**src/rtl/mas_mul_pkg.sv**
```systemverilog
// Shared widths, state encoding and counter sizing for the shift-add multiplier.
package mas_mul_pkg;
  localparam int OP_W_DEF  = 32;
  localparam int RES_W_DEF = 2 * OP_W_DEF;
  localparam int CNT_W_DEF = $clog2(OP_W_DEF) + 1;

  typedef enum logic [1:0] {
    ST_IDLE = 2'd0,
    ST_CALC = 2'd1,
    ST_DONE = 2'd2
  } state_t;

  // One extra bit so the step counter can reach OP_W without wrapping.
  function automatic int cnt_width(input int op_w);
    return $clog2(op_w) + 1;
  endfunction
endpackage

```
**src/rtl/mas_mul_step.sv**
```systemverilog
// One radix-2 shift-add step: conditionally adds mcand<<cnt into acc, shifts mplier right.
// Purely combinational; the caller owns all state.
module mas_mul_step
  import mas_mul_pkg::*;
#(
  parameter int OP_W  = OP_W_DEF,
  parameter int RES_W = 2 * OP_W,
  parameter int CNT_W = cnt_width(OP_W)
) (
  input  logic [RES_W-1:0] i_acc,
  input  logic [OP_W-1:0]  i_mcand,
  input  logic [OP_W-1:0]  i_mplier,
  input  logic [CNT_W-1:0] i_cnt,
  output logic [RES_W-1:0] o_acc,
  output logic [OP_W-1:0]  o_mplier
);
  logic [RES_W-1:0] w_mcand_ext;
  logic [RES_W-1:0] w_addend;

  assign w_mcand_ext = {{(RES_W-OP_W){1'b0}}, i_mcand};
  assign w_addend    = w_mcand_ext << i_cnt;
  assign o_acc       = i_mplier[0] ? (i_acc + w_addend) : i_acc;
  assign o_mplier    = i_mplier >> 1;
endmodule

```
**src/rtl/mas_mul_core.sv**
```systemverilog
// Sequential unsigned multiplier: accepts in IDLE, runs OP_W shift-add steps, holds result in DONE.
// Latency OP_W cycles; result held until out_ready, no new operands accepted until then.
module mas_mul_core
  import mas_mul_pkg::*;
#(
  parameter  int OP_W  = OP_W_DEF,
  localparam int RES_W = 2 * OP_W
) (
  input  logic             clk,
  input  logic             rst,
  input  logic             in_valid,
  output logic             in_ready,
  input  logic [OP_W-1:0]  in1,
  input  logic [OP_W-1:0]  in2,
  output logic             out_valid,
  input  logic             out_ready,
  output logic [RES_W-1:0] res
);
  localparam int CNT_W = cnt_width(OP_W);
  localparam logic [CNT_W-1:0] LAST_CNT = CNT_W'(OP_W - 1);

  state_t           r_state;
  logic [OP_W-1:0]  r_mcand;
  logic [OP_W-1:0]  r_mplier;
  logic [RES_W-1:0] r_acc;
  logic [RES_W-1:0] r_res;
  logic [CNT_W-1:0] r_cnt;
  logic             r_in_ready;
  logic             r_out_valid;

  logic [RES_W-1:0] w_acc_nxt;
  logic [OP_W-1:0]  w_mplier_nxt;

  mas_mul_step #(
    .OP_W  (OP_W),
    .RES_W (RES_W),
    .CNT_W (CNT_W)
  ) u_step (
    .i_acc    (r_acc),
    .i_mcand  (r_mcand),
    .i_mplier (r_mplier),
    .i_cnt    (r_cnt),
    .o_acc    (w_acc_nxt),
    .o_mplier (w_mplier_nxt)
  );

  always_ff @(posedge clk) begin
    if (rst) begin
      r_state     <= ST_IDLE;
      r_mcand     <= '0;
      r_mplier    <= '0;
      r_acc       <= '0;
      r_res       <= '0;
      r_cnt       <= '0;
      r_in_ready  <= 1'b1;
      r_out_valid <= 1'b0;
    end else begin
      case (r_state)
        ST_IDLE: begin
          if (in_valid) begin
            r_mcand    <= in1;
            r_mplier   <= in2;
            r_acc      <= '0;
            r_cnt      <= '0;
            r_state    <= ST_CALC;
            r_in_ready <= 1'b0;
          end
        end
        ST_CALC: begin
          r_acc    <= w_acc_nxt;
          r_mplier <= w_mplier_nxt;
          r_cnt    <= r_cnt + CNT_W'(1);
          // Fixed step count: no early exit even when mplier runs out of ones.
          if (r_cnt == LAST_CNT) begin
            r_res       <= w_acc_nxt;
            r_state     <= ST_DONE;
            r_out_valid <= 1'b1;
          end
        end
        ST_DONE: begin
          if (out_ready) begin
            r_state     <= ST_IDLE;
            r_out_valid <= 1'b0;
            r_in_ready  <= 1'b1;
          end
        end
        default: begin
          r_state     <= ST_IDLE;
          r_in_ready  <= 1'b1;
          r_out_valid <= 1'b0;
        end
      endcase
    end
  end

  assign in_ready  = r_in_ready;
  assign out_valid = r_out_valid;
  assign res       = r_res;
endmodule

```
**config.mk**
```make
export PLATFORM = sky130hd
export DESIGN_NAME = mas_mul_core
export DESIGN_NICKNAME = d
export VERILOG_FILES = /design/src/rtl/mas_mul_pkg.sv /design/src/rtl/mas_mul_step.sv /design/src/rtl/mas_mul_core.sv
export SDC_FILE = /design/constraint.sdc
export NUM_CORES = 1
export LEC_CHECK = 0
export ABC_AREA = 1
export BUFFER_PORTS_ARGS = -buffer_cell sky130_fd_sc_hd__buf_2
export CORE_AREA = 2 2 254 256
export CTS_BUF_LIST = sky130_fd_sc_hd__clkbuf_4
export DETAILED_ROUTE_END_ITERATION = 10
export DIE_AREA = 0 0 256 258
export GPL_ROUTABILITY_DRIVEN = 0
export PLACE_DENSITY_LB_ADDON = 0.08
export SETUP_SLACK_MARGIN = 0.3
export SYNTH_ARGS = -nofsm -noshare
export SYNTH_HDL_FRONTEND = slang
export SYNTH_SLANG_ARGS = --single-unit
export TNS_END_PERCENT = 10
```
**constraint.sdc**
```tcl
create_clock -name clk -period 5.46 [get_ports clk]
set_input_delay 1.092 -clock clk [delete_from_list [all_inputs] [get_ports clk]]
set_output_delay 1.092 -clock clk [all_outputs]
set_load 0.02 [all_outputs]
```
==> summary.txt, run 1 <==
Outcome
  • Status: finished clean

Global route
  • Total GRT Usage: ~20%
  • Global-route wire length before repair: between 100000 and 150000 microns
  • Largest net degree at the start of global routing: between 80 and 90
  • Vias in the first global route: about 16000
  • Initial antenna violation count: 4
  • GRT Residual Overflow: 0

Cells and area
  • Most common cell after layout, fill and taps aside: nand2_1
  • Commonest cells after routing, fill and taps aside: nand2_1 (771), inv_1 (310), nor2_1 (249)
  • Nets: about 2800
  • Share of layout cells above drive strength 1: a little over an eighth
  • Filler cells: ~7400
  • Synth-to-Final Area Change: 13.8%

Logic synthesis
  • Simple-gate area share of the yosys netlist: approximately 35%
  • Compound-Gate Fraction of Synth Area: a little over 20%
  • Post-synthesis sequential area ratio: 25.8%
  • Synth warn: 0
  • Number of synthesized flops with an enable pin: 0
  • Most frequently used flop master after synthesis: dfxtp_1
  • Syn Nets: around 2700
  • Largest family of logic cells by synthesized area: simple AND/OR/NAND/NOR gates
  • Synth Instances: between 2000 and 3000
  • Async set or reset register ratio after synthesis: 0%
  • Synth Area in Adders: between 5 and 6%
  • Syn avg cell area: 6.02 sq um
  • Distinct cells, synth: 52
  • Post-synthesis xor/xnor area fraction: under 10%
  • Seq cells post-synth: approximately 200
  • Mapped Area: 15700 sq um
  • Mux contribution to synthesized area: 0.0639%

Floorplanning
  • Row count: 93
  • Die Height: about 260 microns
  • Initial core utilization: between 20% and 30%
  • Die area: about 66000 sq um
  • Top Ports: 134
  • Chip width: approximately 260 microns
  • Core area: roughly 64000 sq um

STA
  • Fin. Hold Viols: 0
  • Finish-stage setup viols: 0
  • Least-Margin Pin Slew: approximately 1100 ps
  • Min cycle time layout: approximately 4700 ps
  • RSZ-0062 raised after global routing: false
  • Count of pins over their slew limit: 0
  • Clock Skews: 48.0 ps
  • Fmax: approximately 210 MHz
  • Max transition margin: 29.5%
  • Setup tns final: 0 ps
  • Setup ws final: 749 ps
  • Crit share post-route: 86.3%

Placement
  • Port buffer count: between 100 and 150
  • DP HPWL: ~53000 microns
  • Pre-CTS setup slack: 632 ps

Drt
  • 1st-iter DRT viols: approximately 1200
  • M1 wire length: about 33000 microns
  • DRC Markers: 0
  • Max Used Layer: met4
  • Pre-antenna DRT Iters: 5
  • Routed vias: approximately 17000
  • Wire length on met3: 3400 microns
  • Final wirelength: 67100 microns
  • Post-route ant nets: 0
  • Met2 WL post-DR: between 20000 and 30000 microns
  • Wire per inst: ~19 microns
  • Via density: approximately 4.7

Critical path
  • Critical path's slowest cell: ha_1
  • Max incr delay on CP: about 500 ps
  • Crit path required time: 6070 ps
  • CP Data Arrival Time: about 5300 ps
  • Worst setup SP type: register
  • CP most frequent cell: nand2_1
  • Setup CP Type: reg2reg
  • Crit end category: register
  • CP Cell Sequence: buf_4, inv_4, nand3_1, a31oi_1, nand2_1, o21ai_1, inv_1, nand2_1, o221ai_1, ha_1, a21oi_1, o21ai_0, a21oi_1, nand2_1, a21oi_1, nand2_1, nand2_1, nand3_1, nand3_1, a21oi_1
  • CP max FO: 36

Power and ir drop
  • Static Leak: ~8 nW
  • Peak supply drop: 0.147 mV
  • Power density cells: between 200 and 250 nW/um^2

Clocking
  • CTS tree: yes
  • Clk_lat worst skew: 790 ps
  • Worst-case clock buffer depth: 3
  • Num CTS Buffers: between 60 and 70
  • Root Buffer: clkbuf_4
  • Post-CTS setup buffer count: 0
  • # H-tree levels: 3
  • Clock Sinks: a little over 200
  • Clock transition at path regs: 50 ps

Run
  • Number of max-cap violations: 0

Worst hold path
  • Hold/Removal Path Class: reg2reg
==> per-stage QoR <==
stage	instance area (sq um)	util (%)	total power, W	instances	hold slack [ps]
floorplan	15700	-	0.00215	2604	425
CTS	17800	28.0	0.00400	3610	446
global placement	17000	26.8	0.00241	3500	432
global route	17800	28.0	0.00418	3614	459
finish	17800	28.0	0.00392	3614	442
detailed placement	17000	26.8	0.00242	3500	433
==> path summary, 6_finish.rpt <==
path | startpoint | end | slack (ps) | cells past startpoint
max | r_cnt[1]$_SDFFE_PP0P_ | r_acc[62]$_SDFFE_PP0P_ | 750 | 20
min | in_ready$_SDFFE_PP1P_ | in_ready$_SDFFE_PP1P_ | 440 | 2
max reg2reg | r_cnt[1]$_SDFFE_PP0P_ | r_acc[62]$_SDFFE_PP0P_ | 750 | 20
min reg2reg | in_ready$_SDFFE_PP1P_ | in_ready$_SDFFE_PP1P_ | 440 | 2
==> layer usage <==
metal | global-route usage (%) | vias to the layer above
met3 | 3.35 | 79
li1 | - | 8697
met4 | 5.46 | 0
met5 | 0 | -
met1 | 28.3 | 7912
met2 | 31.9 | 399
==> registers in the layout, indices dropped and copies added, names as in the netlist <==
| name | cells |
|---|---|
| r_acc | 64 |
| res | 64 |
| r_mcand | 32 |
| r_mplier | 32 |
| r_cnt | 6 |
| r_state | 2 |
| in_ready | 1 |
| out_valid | 1 |
==> Yosys cell counts, drive strengths merged (21+ instances only) <==
master	number	area, sq um
a21oi	186	942
buf	49	323
clkbuf	71	267
dfxtp	202	4040
ha	64	801
inv	320	1210
nand2	794	3040
nand3	192	1040
nor2	264	1040
nor3	23	145
o21a	21	158
o21ai	217	1100
o21bai	28	210
o221ai	46	403
or2	32	200
xnor2	23	201
==> worst max-delay path, delay by kind of cell, from the launching register on <==
kind / cells / cell delay, ps
buffers and inverters: 3 / 730
adder cells (fa/ha/maj): 1 / 500
flip-flops: 1 / 290
AO/OA/AOI/OAI: 8 / 2080
AND/OR/NAND/NOR: 8 / 930
==> logic make-up after synthesis <==
group	count (synthesis)
AND/OR/NAND/NOR	1317
AO/OA/AOI/OAI	549
buffers and inverters	443
flip-flops	202
adder cells (fa/ha/maj)	65
XOR/XNOR	27
multiplexers	1
==> cell type report <==
cell class / instances / area, sq um / share of cell area (%)
antenna: 4 / 10.0 / 0.0561
clock buffer: 90 / 676 / 3.79
clock inverter: 20 / 98.8 / 0.554
inverter: 323 / 1220 / 6.87
multi-input combinational: 1959 / 9830 / 55.1
sequential: 202 / 4050 / 22.7
tap: 855 / 1070 / 6.00
timing repair buffer: 161 / 876 / 4.91
==> timing repair <==
action | CTS | global route
hold buffers | 0 | 0
setup endpoints to repair | 0 | 16
resized for setup | 0 | 2
==> power breakdown <==
part / total, W / internal (W) / switching (W)
clock: 0.00153 / 0.000764 / 0.000763
combinational: 0.000797 / 0.000241 / 0.000556
sequential: 0.00159 / 0.00154 / 0.0000562
Note: power is estimated with default switching activity, not from simulation.
==> run 2, diff against run 1 <==
GPL_TIMING_DRIVEN = 0   (was unset)
==> run 2 against run 1 <==
Against the previous run: clock skew grew 5.7 ps; final cell count rose by 2.4%; design area rose by 2.1%; critical path type unchanged; largest power group unchanged.
==> summary.txt, run 2 (same netlist as run 1, synthesis figures left out) <==
Global route
  • Initial antenna violation count: 1 (was 4)
  • GRT Residual Overflow: 0 (unchanged)
  • Largest net degree at the start of global routing: 11 (was 83)
  • Vias in the first global route: 17300 (was 16500)
  • Global-route wire length before repair: 108000 microns (was 102000 microns)
  • Total GRT Usage: 21.6% (was 20.2%)

Floorplanning
  • Chip width: 256 microns (unchanged)
  • Top Ports: 134 (unchanged)
  • Die area: 66000 sq um (unchanged)
  • Initial core utilization: 24.6% (unchanged)
  • Core area: 63600 sq um (unchanged)
  • Die Height: 258 microns (unchanged)
  • Row count: 93 (unchanged)

Drt
  • Routed vias: 17800 (was 17100)
  • Pre-antenna DRT Iters: 6 (was 5)
  • Via density: 4.80 (was 4.73)
  • 1st-iter DRT viols: 1216 (was 1213)
  • Wire per inst: 19.6 microns (was 18.6 microns)
  • Post-route ant nets: 0 (unchanged)
  • DRC Markers: 0 (unchanged)
  • Final wirelength: 72400 microns (was 67100 microns)

Critical path
  • Worst setup SP type: register (unchanged)
  • Setup CP Type: reg2reg (unchanged)
  • Crit path required time: 6120 ps (was 6070 ps)
  • R2r worst-path depth: 19 (was 20)
  • Crit end category: register (unchanged)
  • CP Data Arrival Time: 5610 ps (was 5320 ps)
  • CP max FO: 10 (was 36)

STA
  • RSZ-0062 raised after global routing: false (unchanged)
  • Fin. Hold Viols: 0 (unchanged)
  • Min cycle time layout: 4950 ps (was 4710 ps)
  • Fmax: 202 MHz (was 212 MHz)
  • Crit share post-route: 90.7% (was 86.3%)
  • Clock Skews: 53.7 ps (was 48.0 ps)
  • Count of pins over their slew limit: 0 (unchanged)
  • Max transition margin: 11.7% (was 29.5%)
  • Setup tns final: 0 ps (unchanged)
  • Least-Margin Pin Slew: 1320 ps (was 1060 ps)
  • Finish-stage setup viols: 0 (unchanged)

Clocking
  • Clock Sinks: 202 (unchanged)
  • Clk_lat worst skew: 770 ps (was 790 ps)
  • CTS tree: yes (unchanged)
  • Clock transition at path regs: 60 ps (was 50 ps)
  • Num CTS Buffers: 67 (unchanged)
  • Post-CTS setup buffer count: 0 (unchanged)
  • # H-tree levels: 3 (unchanged)
  • Root Buffer: clkbuf_4 (unchanged)
  • CTS resizes: 0 (unchanged)
  • Worst-case clock buffer depth: 3 (unchanged)
  • Cts hold-fix bufs: 0 (unchanged)

Power and ir drop
  • Peak supply drop: 0.144 mV (was 0.147 mV)
  • Static Leak: 8.31 nW (was 8.15 nW)
  • Power density cells: 223 nW/um^2 (was 220 nW/um^2)

Cells and area
  • Most common cell after layout, fill and taps aside: nand2_1 (unchanged)
  • Commonest cells after routing, fill and taps aside: nand2_1 (772), inv_1 (310), nor2_1 (251) (was nand2_1 (771), inv_1 (310), nor2_1 (249))
  • Final core occ: 28.6% (was 28.0%)
  • Synth-to-Final Area Change: 16.2% (was 13.8%)
  • Share of layout cells above drive strength 1: 13.1% (was 13.6%)
  • Nets: 2939 (was 2847)

Run
  • Number of max-cap violations: 0 (unchanged)

Placement
  • DP HPWL: 60300 microns (was 53100 microns)
  • Port buffer count: 133 (unchanged)

Worst hold path
  • Hold/Removal Path Class: reg2reg (unchanged)
  • WHS Path Cells: 2 (unchanged)

Outcome
  • Status: finished clean (unchanged)
run 2: changes by cell type in the layout (fill, tap and decap cells not counted), sizes merged:
cell      before  now
clkbuf        90  159
buf          161  182
diode          4    1
bufinv         0    2
clkinvlp       3    2
inv          322  321
run 2: final cells by class:
cell class,count,area [sq um]
Antenna cell,1,2.50
Buffer,120,589
Clock buffer,88,661
Clock inverter,20,144
Fill cell,7369,45400
Inverter,323,1220
Multi-Input combinational cell,1959,9810
Sequential cell,202,4040
Tap cell,855,1070
Timing Repair Buffer,133,666
run 2: path summary, 6_finish.rpt:
check | start | to | slack [ps]
worst max-delay path | r_cnt[1]$_SDFFE_PP0P_ | res[48]$_SDFFE_PP0P_ | 510
worst min register to register | r_mplier[10]$_SDFFE_PP0P_ | r_mplier[10]$_SDFFE_PP0P_ | 450
worst min-delay path | r_mplier[10]$_SDFFE_PP0P_ | r_mplier[10]$_SDFFE_PP0P_ | 450
worst max register to register | r_cnt[1]$_SDFFE_PP0P_ | res[48]$_SDFFE_PP0P_ | 510
run 2: layer usage:
layer	share of wire, %	vias up	routed length (microns)	track usage, %
met3	6.4	98	4620	4.06
met4	3.0	0	2140	7.46
met1	48	8209	34800	29.7
met5	0	-	0	0
li1	-	8888	-	-
met2	43	568	30900	33.7
run 2: worst max-delay path: stages (launching register included):
cell	delay, ps
dfxtp_1	330
buf_4	170
buf_4	200
buf_2	270
a31oi_1	230
nand2_1	120
nand2_1	90
o21ai_0	580
o221ai_1	380
ha_1	480
a21oi_1	390
o21ai_0	240
a21oi_1	270
a21boi_0	280
nand3_1	110
nand2_1	70
nand3_1	240
nand2_1	220
a21o_1	130
inv_1	30
run 2: report_power, final:
part	switching, W	internal [W]
combinational	0.000621	0.000261
sequential	0.0000526	0.00154
clock	0.000750	0.000840
total	0.00142	0.00264
run 2: metrics by stage:
| stage | hold slack (ps) | instance area, sq um | setup WS, ps | total power [W] | std cells |
|---|---|---|---|---|---|
| final | 448 | 18200 | 507 | 0.00406 | 3701 |
| after global routing | 459 | 18200 | 324 | 0.00431 | 3701 |
| after detailed placement | 440 | 17400 | 729 | 0.00249 | 3592 |
| after CTS | 449 | 18200 | 701 | 0.00412 | 3700 |
| after global placement | 432 | 17400 | 722 | 0.00248 | 3592 |
| after floorplan | 425 | 15700 | 2370 | 0.00215 | 2604 |
